===== src/rtl/xor_stream_accum_pkg.sv =====
// ============================================================================
// Module   : xor_stream_pkg
// Brief    : Shared FSM encoding, default sizes and saturating-increment helper
//            for the XOR stream accumulator.
// Revision : 1.0 - initial release
// ============================================================================
`default_nettype none

package xor_stream_pkg;

  localparam int C_DEFAULT_WIDTH = 8;
  localparam int C_DEFAULT_CNT_W = 8;

  typedef enum logic [1:0] {
    ST_IDLE  = 2'd0,
    ST_ACCUM = 2'd1,
    ST_DONE  = 2'd2
  } state_t;

  // Counts up to max and then sticks there; widths up to 31 bits are covered.
  function automatic logic [31:0] sat_inc(input logic [31:0] cnt, input logic [31:0] max);
    return (cnt >= max) ? max : cnt + 32'd1;
  endfunction

endpackage

`default_nettype wire


===== src/rtl/xor_sat_counter.sv =====
// ============================================================================
// Module   : xor_sat_counter
// Brief    : CNT_W-bit saturating word counter with clear / load-1 / increment.
// Revision : 1.0 - initial release
// ============================================================================
`default_nettype none

module xor_sat_counter
  import xor_stream_pkg::*;
#(
  parameter int CNT_W = C_DEFAULT_CNT_W
) (
  input  logic             clk,
  input  logic             rst,
  input  logic             i_clr,
  input  logic             i_load1,
  input  logic             i_inc,
  output logic [CNT_W-1:0] o_cnt
);

  localparam logic [31:0] c_max = 32'((64'd1 << CNT_W) - 64'd1);

  logic [CNT_W-1:0] r_cnt;
  logic [CNT_W-1:0] w_inc_val;

  assign w_inc_val = CNT_W'(sat_inc(32'(r_cnt), c_max));

  // Clear wins over load, load wins over increment.
  always_ff @(posedge clk or posedge rst) begin
    if (rst) begin
      r_cnt <= '0;
    end else if (i_clr) begin
      r_cnt <= '0;
    end else if (i_load1) begin
      r_cnt <= CNT_W'(1);
    end else if (i_inc) begin
      r_cnt <= w_inc_val;
    end
  end

  assign o_cnt = r_cnt;

endmodule

`default_nettype wire


===== src/rtl/xor_stream_accum.sv =====
// ============================================================================
// Module   : xor_stream_accum
// Brief    : Framed valid/ready XOR checksum accumulator with saturating length.
//            Optional check-word error flag built when XOR_CHECK_EN is defined.
// Revision : 1.0 - initial release
// ============================================================================
`default_nettype none

module xor_stream_accum
  import xor_stream_pkg::*;
#(
  parameter int WIDTH = C_DEFAULT_WIDTH,
  parameter int CNT_W = C_DEFAULT_CNT_W
) (
  input  logic             clk,
  input  logic             rst,
  input  logic             in_valid,
  output logic             in_ready,
  input  logic [WIDTH-1:0] in_data,
  input  logic             in_last,
  output logic             out_valid,
  input  logic             out_ready,
  output logic [WIDTH-1:0] out_xor,
  output logic [CNT_W-1:0] out_len,
  output logic             out_err
);

  state_t           r_state;
  state_t           w_state_next;
  logic [WIDTH-1:0] r_acc;
  logic [WIDTH-1:0] w_acc_next;
  logic [WIDTH-1:0] r_out_xor;
  logic             r_out_valid;
  logic             w_beat;
  logic             w_last_beat;
  logic             w_handoff;

  // Held low during reset even though the state register already reads IDLE.
  assign in_ready    = ~rst & (r_state != ST_DONE);
  assign w_beat      = in_valid & in_ready;
  assign w_last_beat = w_beat & in_last;
  assign w_handoff   = r_out_valid & out_ready;
  assign w_acc_next  = (r_state == ST_IDLE) ? in_data : (r_acc ^ in_data);

  always_ff @(posedge clk or posedge rst) begin
    if (rst) begin
      r_state <= ST_IDLE;
    end else begin
      r_state <= w_state_next;
    end
  end

  always_comb begin
    w_state_next = r_state;
    case (r_state)
      ST_IDLE: begin
        if (w_beat) begin
          w_state_next = in_last ? ST_DONE : ST_ACCUM;
        end
      end
      ST_ACCUM: begin
        if (w_last_beat) begin
          w_state_next = ST_DONE;
        end
      end
      ST_DONE: begin
        if (out_ready) begin
          w_state_next = ST_IDLE;
        end
      end
      default: w_state_next = ST_IDLE;
    endcase
  end

  always_ff @(posedge clk or posedge rst) begin
    if (rst) begin
      r_acc       <= '0;
      r_out_xor   <= '0;
      r_out_valid <= 1'b0;
    end else begin
      if (w_beat) begin
        r_acc <= w_acc_next;
      end
      if (w_last_beat) begin
        r_out_xor   <= w_acc_next;
        r_out_valid <= 1'b1;
      end else if (w_handoff) begin
        r_out_valid <= 1'b0;
      end
    end
  end

  // The counter only moves on beats, so it holds the frame length through DONE.
  xor_sat_counter #(
    .CNT_W (CNT_W)
  ) u_len_cnt (
    .clk     (clk),
    .rst     (rst),
    .i_clr   (w_handoff),
    .i_load1 (w_beat & (r_state == ST_IDLE)),
    .i_inc   (w_beat & (r_state == ST_ACCUM)),
    .o_cnt   (out_len)
  );

`ifdef XOR_CHECK_EN
  logic r_out_err;

  // The check word is folded in, so a clean frame XORs to zero.
  always_ff @(posedge clk or posedge rst) begin
    if (rst) begin
      r_out_err <= 1'b0;
    end else if (w_last_beat) begin
      r_out_err <= (w_acc_next != '0);
    end
  end

  assign out_err = r_out_err;
`else
  assign out_err = 1'b0;
`endif

  assign out_valid = r_out_valid;
  assign out_xor   = r_out_xor;

endmodule

`default_nettype wire


===== config.mk =====
export PLATFORM = sky130hd
export DESIGN_NAME = xor_stream_accum
export DESIGN_NICKNAME = d
export VERILOG_FILES = /design/src/rtl/xor_stream_accum_pkg.sv /design/src/rtl/xor_sat_counter.sv /design/src/rtl/xor_stream_accum.sv
export SDC_FILE = /design/constraint.sdc
export NUM_CORES = 1
export LEC_CHECK = 0
export CELL_PAD_IN_SITES_DETAIL_PLACEMENT = 1
export CELL_PAD_IN_SITES_GLOBAL_PLACEMENT = 2
export CORE_MARGIN = 5
export CORE_UTILIZATION = 32
export DETAILED_ROUTE_END_ITERATION = 16
export PLACE_DENSITY_LB_ADDON = 0.1
export SYNTH_ARGS = -nofsm -noshare
export SYNTH_HDL_FRONTEND = slang
export SYNTH_SLANG_ARGS = --single-unit

===== constraint.sdc =====
create_clock -name clk -period 2.1 [get_ports clk]
set_input_delay 0.42 -clock clk [delete_from_list [all_inputs] [get_ports clk]]
set_output_delay 0.42 -clock clk [all_outputs]
set_load 0.03 [all_outputs]

# After elaboration in Yosys (flattened, before gate mapping)
# Cells that the tools add are included.
# totals
register_bits	27
output_inout_bits	19
input_bits	13
wordCells	37
# op_classes
n_mux	12
addsub	1
reduce_logical	4
bitwise_logic	8
n_eq_ne	6
order_cmp	1
# ops
op	n
8-bit two-way mux	5
8-bit by 1-bit adder with 8-bit output (second input constant)	1
8-bit >= comparator (second input constant)	1
2-bit two-way mux	4
2-bit inequality test (second input constant)	4
8-bit XOR	1
1-bit AND	6
2-bit one-hot mux with 3 select lines	1
3-bit AND reduction	1
3-bit nonzero test	1
2-bit by 1-bit == test with 1-bit output (second input constant)	1
2-bit == test (second input constant)	1
2-bit logical NOT	1
1-bit two-way mux	2
2-bit nonzero test	1
1-bit NOT	1

# Longest topological paths before layout
# Gate-level depths: netlist of run 1.
# depth
ltp_word	7
mapped_depth	6
ltp_nobuf	5

# Hierarchy
# From an unflattened synthesis of run 1, not the netlist that was laid out.
# unflattened
cells_unflattened	140
hier_area_um2	1507.7
# modules_own_cells
mod	seq_area_each_um2	instances	area_each_um2	cells_per_inst
xor_stream_accum	475.5	1	1068.5	97
xor_sat_counter	200.2	1	439.2	43

# Worst setup path before layout of run 1
# Ideal clock, no wire load.
# synth_path
kind	in2reg
startpoint	input rst
endpoint	register r_out_xor[4], in the netlist out_xor[4]
stages	5
n_path_buf	1
setup_ns	0.131
t_arrival_ns	1.729
required_time_ns	1.969
path_slack_ns	0.239
path_cell_list	inv_1 > nand4_2 > buf_2 > nand2_1 > o21ai_0
# synth_via
elab_chain_cells	4
# synth_lines
element	line_no	text
from (decl)	xor_stream_accum.sv:16	input logic rst,
1-bit NOT	xor_stream_accum.sv:39	assign in_ready = ~rst & (r_state != ST_DONE);
1-bit AND	xor_stream_accum.sv:39	
1-bit AND	xor_stream_accum.sv:40	assign w_beat = in_valid & in_ready;
1-bit AND	xor_stream_accum.sv:41	assign w_last_beat = w_beat & in_last;
to (signal assigned)	xor_stream_accum.sv:85	r_out_xor <= w_acc_next;
to (decl)	xor_stream_accum.sv:32	logic [WIDTH-1:0] r_out_xor;
# Every way passes these cells.
# A chain may end at the register's enable or synchronous reset.

# Final worst setup path of run 1
# layout_path
startpoint	register u_len_cnt.r_cnt[2], in the netlist u_len_cnt.o_cnt[2]
endpoint	output out_len[2]
# layout_rtl
element	line_no	text
from (decl)	xor_sat_counter.sv:23	logic [CNT_W-1:0] r_cnt;
from (signal assigned)	xor_sat_counter.sv:37	r_cnt <= w_inc_val;
to (decl)	xor_stream_accum.sv:24	output logic [CNT_W-1:0] out_len,
# No word-level cell between the ends.

==> results of run 1 <==
-- worst min-delay path: stages (launching register included) --
cell and delay [ns]:
sky130_fd_sc_hd__dfrtp_1 0.36, sky130_fd_sc_hd__nand2_1 0.05, sky130_fd_sc_hd__o21ai_0 0.06
-- layer usage --
layer	GRT usage (%)	wire, um	up-vias
li1	-	-	598
met1	15.41	1571	618
met2	22.33	1852	24
met3	3.513	162	4
met4	3.147	22	0
met5	0	0	-
-- worst paths after layout --
check / start / end / slack, ns
worst min register to register: out_xor[5] / out_xor[5] / 0.50
min in group asynchronous: rst / r_acc[3] / 0.62
worst min-delay path: out_xor[5] / out_xor[5] / 0.50
worst max-delay path: u_len_cnt.o_cnt[2] / out_len[2] / 0.17
max in group asynchronous: rst / r_state[0] / 1.25
worst max register to register: u_len_cnt.o_cnt[0] / u_len_cnt.o_cnt[2] / 0.48
-- logic make-up after synthesis --
group                    Yosys count  synth area share, %
flip-flops                        27                47.20
other                              1               0.2620
XOR/XNOR                           8                4.895
AND/OR/NAND/NOR                   44                16.00
buffers and inverters             12                6.643
AO/OA/AOI/OAI                     58                24.13
adder cells (fa/ha/maj)            1               0.8740
-- registers in the layout, summed over array words and instances, names as in the netlist --
register / count
u_len_cnt.o_cnt: 8
r_state: 2
r_acc: 8
out_valid: 1
out_xor: 8
-- Yosys cell counts (all sizes together) --
| cell type | instances |
|---|---|
| a21bo | 1 |
| a21o | 1 |
| a21oi | 21 |
| a22o | 3 |
| a31o | 1 |
| a31oi | 1 |
| a41oi | 2 |
| and2 | 1 |
| and3 | 3 |
| and4 | 1 |
| buf | 8 |
| conb | 1 |
| dfrtp | 27 |
| ha | 1 |
| inv | 4 |
| nand2 | 20 |
| nand2b | 1 |
| nand3 | 11 |
| nand4 | 2 |
| nor2 | 2 |
| nor3 | 1 |
| nor3b | 1 |
| o21ai | 24 |
| o22ai | 2 |
| o31ai | 2 |
| or2 | 1 |
| xor2 | 8 |
-- power by group --
part           internal [mW]  switching (mW)
Sequential             0.642          0.0995
Clock                  0.133           0.172
Combinational          0.267           0.373
-- stage by stage --
stage / setup slack (ns) / area, um2 / hold WS [ns] / util (%)
after global routing: 0.1329 / 1790 / 0.5462 / 41.12
after floorplan: 0.2392 / 1431 / 0.4984 / -
after global placement: 0.1886 / 1744 / 0.4661 / 40.06
after detailed placement: 0.08790 / 1744 / 0.4830 / 40.06
final: 0.1664 / 1790 / 0.4985 / 41.12
after CTS: 0.1587 / 1790 / 0.5058 / 41.12
-- cell usage in the layout (no fill, tap or decap), types with 2 or more instances in the layout --
master                            netlist  layout
sky130_fd_sc_hd__a21oi_1               19      19
sky130_fd_sc_hd__a21oi_2                2       2
sky130_fd_sc_hd__a22o_1                 3       3
sky130_fd_sc_hd__and3_1                 3       3
sky130_fd_sc_hd__buf_4                  1       5
sky130_fd_sc_hd__clkbuf_8               0       3
sky130_fd_sc_hd__clkdlybuf4s50_1        0      29
sky130_fd_sc_hd__dfrtp_1               27      27
sky130_fd_sc_hd__inv_1                  4       4
sky130_fd_sc_hd__nand2_1               20      20
sky130_fd_sc_hd__nand3_1               11      11
sky130_fd_sc_hd__nor2_1                 2       2
sky130_fd_sc_hd__o21ai_0               10      10
sky130_fd_sc_hd__o21ai_1               14      14
sky130_fd_sc_hd__o22ai_1                2       2
sky130_fd_sc_hd__o31ai_1                2       2
sky130_fd_sc_hd__xor2_1                 8       8
-- cell type report --
cell class                 instances  area share (%)
sequential                        27           37.74
multi-input combinational        112           36.90
timing repair buffer              34           18.31
tap                               52           3.634
clock buffer                       3           2.306
inverter                           4          0.8386
clock inverter                     1          0.2795
==> implementation parameters, run 1 <==
Parameter                              Value

Status
  Result of the run    finished clean

Place
  Final RePlAce weighted congestion    0.7524
  Port buffer count    30
  Final HPWL DP    roughly 2.7 mm
  Dpl cells    229

GRT
  Remaining Overflow, GRT    0
  GR Util All Layers    between 10% and 20%
  Initial antenna violation count    0
  Pin count of the biggest net entering global routing    25
  Global-route wire length before repair    roughly 6.3 mm
  Via count of the first global-routing pass    1308

Timing
  Worst clock skew    about 0.0045 ns
  Measured slew at the worst slew-check pin    slightly above 0.5 ns
  Crit share post-route    between 90% and 100%
  Count of endpoints failing hold in the final timing report    0
  Clock period minus worst slack    1.934 ns
  Accumulated negative setup slack    0 ns
  Max Clock Freq    0.5172 GHz
  Worst slew margin    between 60% and 70%
  Final setup viols    0
  Unrepaired setup endpoints after global routing    no
  Number of max-slew violations in the final report    0

Floorplan
  Starting Density    32.87%
  Floorplan die height    slightly below 80 um
  Total die area    approximately 5900 um2
  Die extent in x    about 77 um
  CORE AREA    4354 um2
  Rows    24
  Io pins    32

CTS
  Total setup buffers inserted after CTS    0
  Root buf cell    sky130_fd_sc_hd__clkbuf_8
  Number of levels the H-tree was split into    1
  Clock-pin slew reported for the worst setup and hold paths after clock tree synthesis    0.10 ns
  Latest clock arrival within the worst-skew pair    0.28 ns
  Largest buffer count on any clock path    2
  Number of clock sinks    27
  Hold_buf cts    0
  TritonCTS buffer count    3
  CTS tree    yes
  Post_cts resized    0

Critical path
  Path type of the worst setup path    reg2out
  R2R depth    5
  Worst setup EP type    output port
  Count of cell instances traversed by the critical path    1
  Required time reported for the critical path endpoint    around 1.7 ns
  Critical Path AT    around 1.5 ns
  Type of element launching the critical path    flip-flop
  Top delay family on crit path    buffers and inverters
  Worst path max stage delay    0.73 ns
  Crit-path max FO    8
  Cell breakdown of the critical path    clkdlybuf4s50_1
  Slowest stage cell, crit path    sky130_fd_sc_hd__clkdlybuf4s50_1
  WP buf/inv    1

Final layout
  Filler Cell Count    approximately 500
  Multi-input gate area    ~660 um2
  Post-Layout Cell Count    approximately 230
  Fin nets    roughly 200
  Post-synthesis to final-layout area growth    25.09%
  Seq. cell area    roughly 680 um2
  Proportion of layout cells with a drive suffix above 1    8.840%
  Diode count    0

Power and ir drop
  Final Power    about 1.7 mW
  Cell leakage power    about 0.74 nW
  Total power density per cell area    ~940 nW/um2
  Highest ir drop seen on vdd    between 0.0003 and 0.0004 V

Worst hold path
  Instance count along the most critical hold path    2
  Kind of path behind the tightest hold check    reg2reg

Synth
  Mapped Area    between 1000 and 1500 um2
  Biggest area contributors in the synthesized netlist    sky130_fd_sc_hd__dfrtp_1, sky130_fd_sc_hd__a21oi_1, sky130_fd_sc_hd__nand2_1
  Cell count after synthesis    151
  Synthesis warning total    0
  Mean area per synthesized cell    9.479 um2
  Synth area leader    sky130_fd_sc_hd__dfrtp_1
  Register bit count reported by yosys    27
  Number of unique standard cell types used by synthesis    33
  Syn nets    roughly 170
  Sequential share of the synthesized area    a little under half
  Share of the synthesized area in the top cell type    47.20%

Route
  Iteration-0 DRC count of the detailed router    just over 70
  Post-detailed-routing wire length    about 3.6 mm
  Drt pass-1 iters    2
  Avg Vias per Cell    about 5.3
  Number of antenna-violating nets in the routed design    0
  Detailed-route DRC error count    0
  Vias    1244
  Routed length per placed instance    between 15 and 20 um

Run
  Number of max-capacitance violations reported    0
Note: power is estimated with default switching activity, not from simulation.
==> run 2, diff against run 1 <==
Settings changed: GPL_ROUTABILITY_DRIVEN from default to 0.
==> results of run 2 <==
The final DEF is identical to that of run 1; final timing and power are the same.
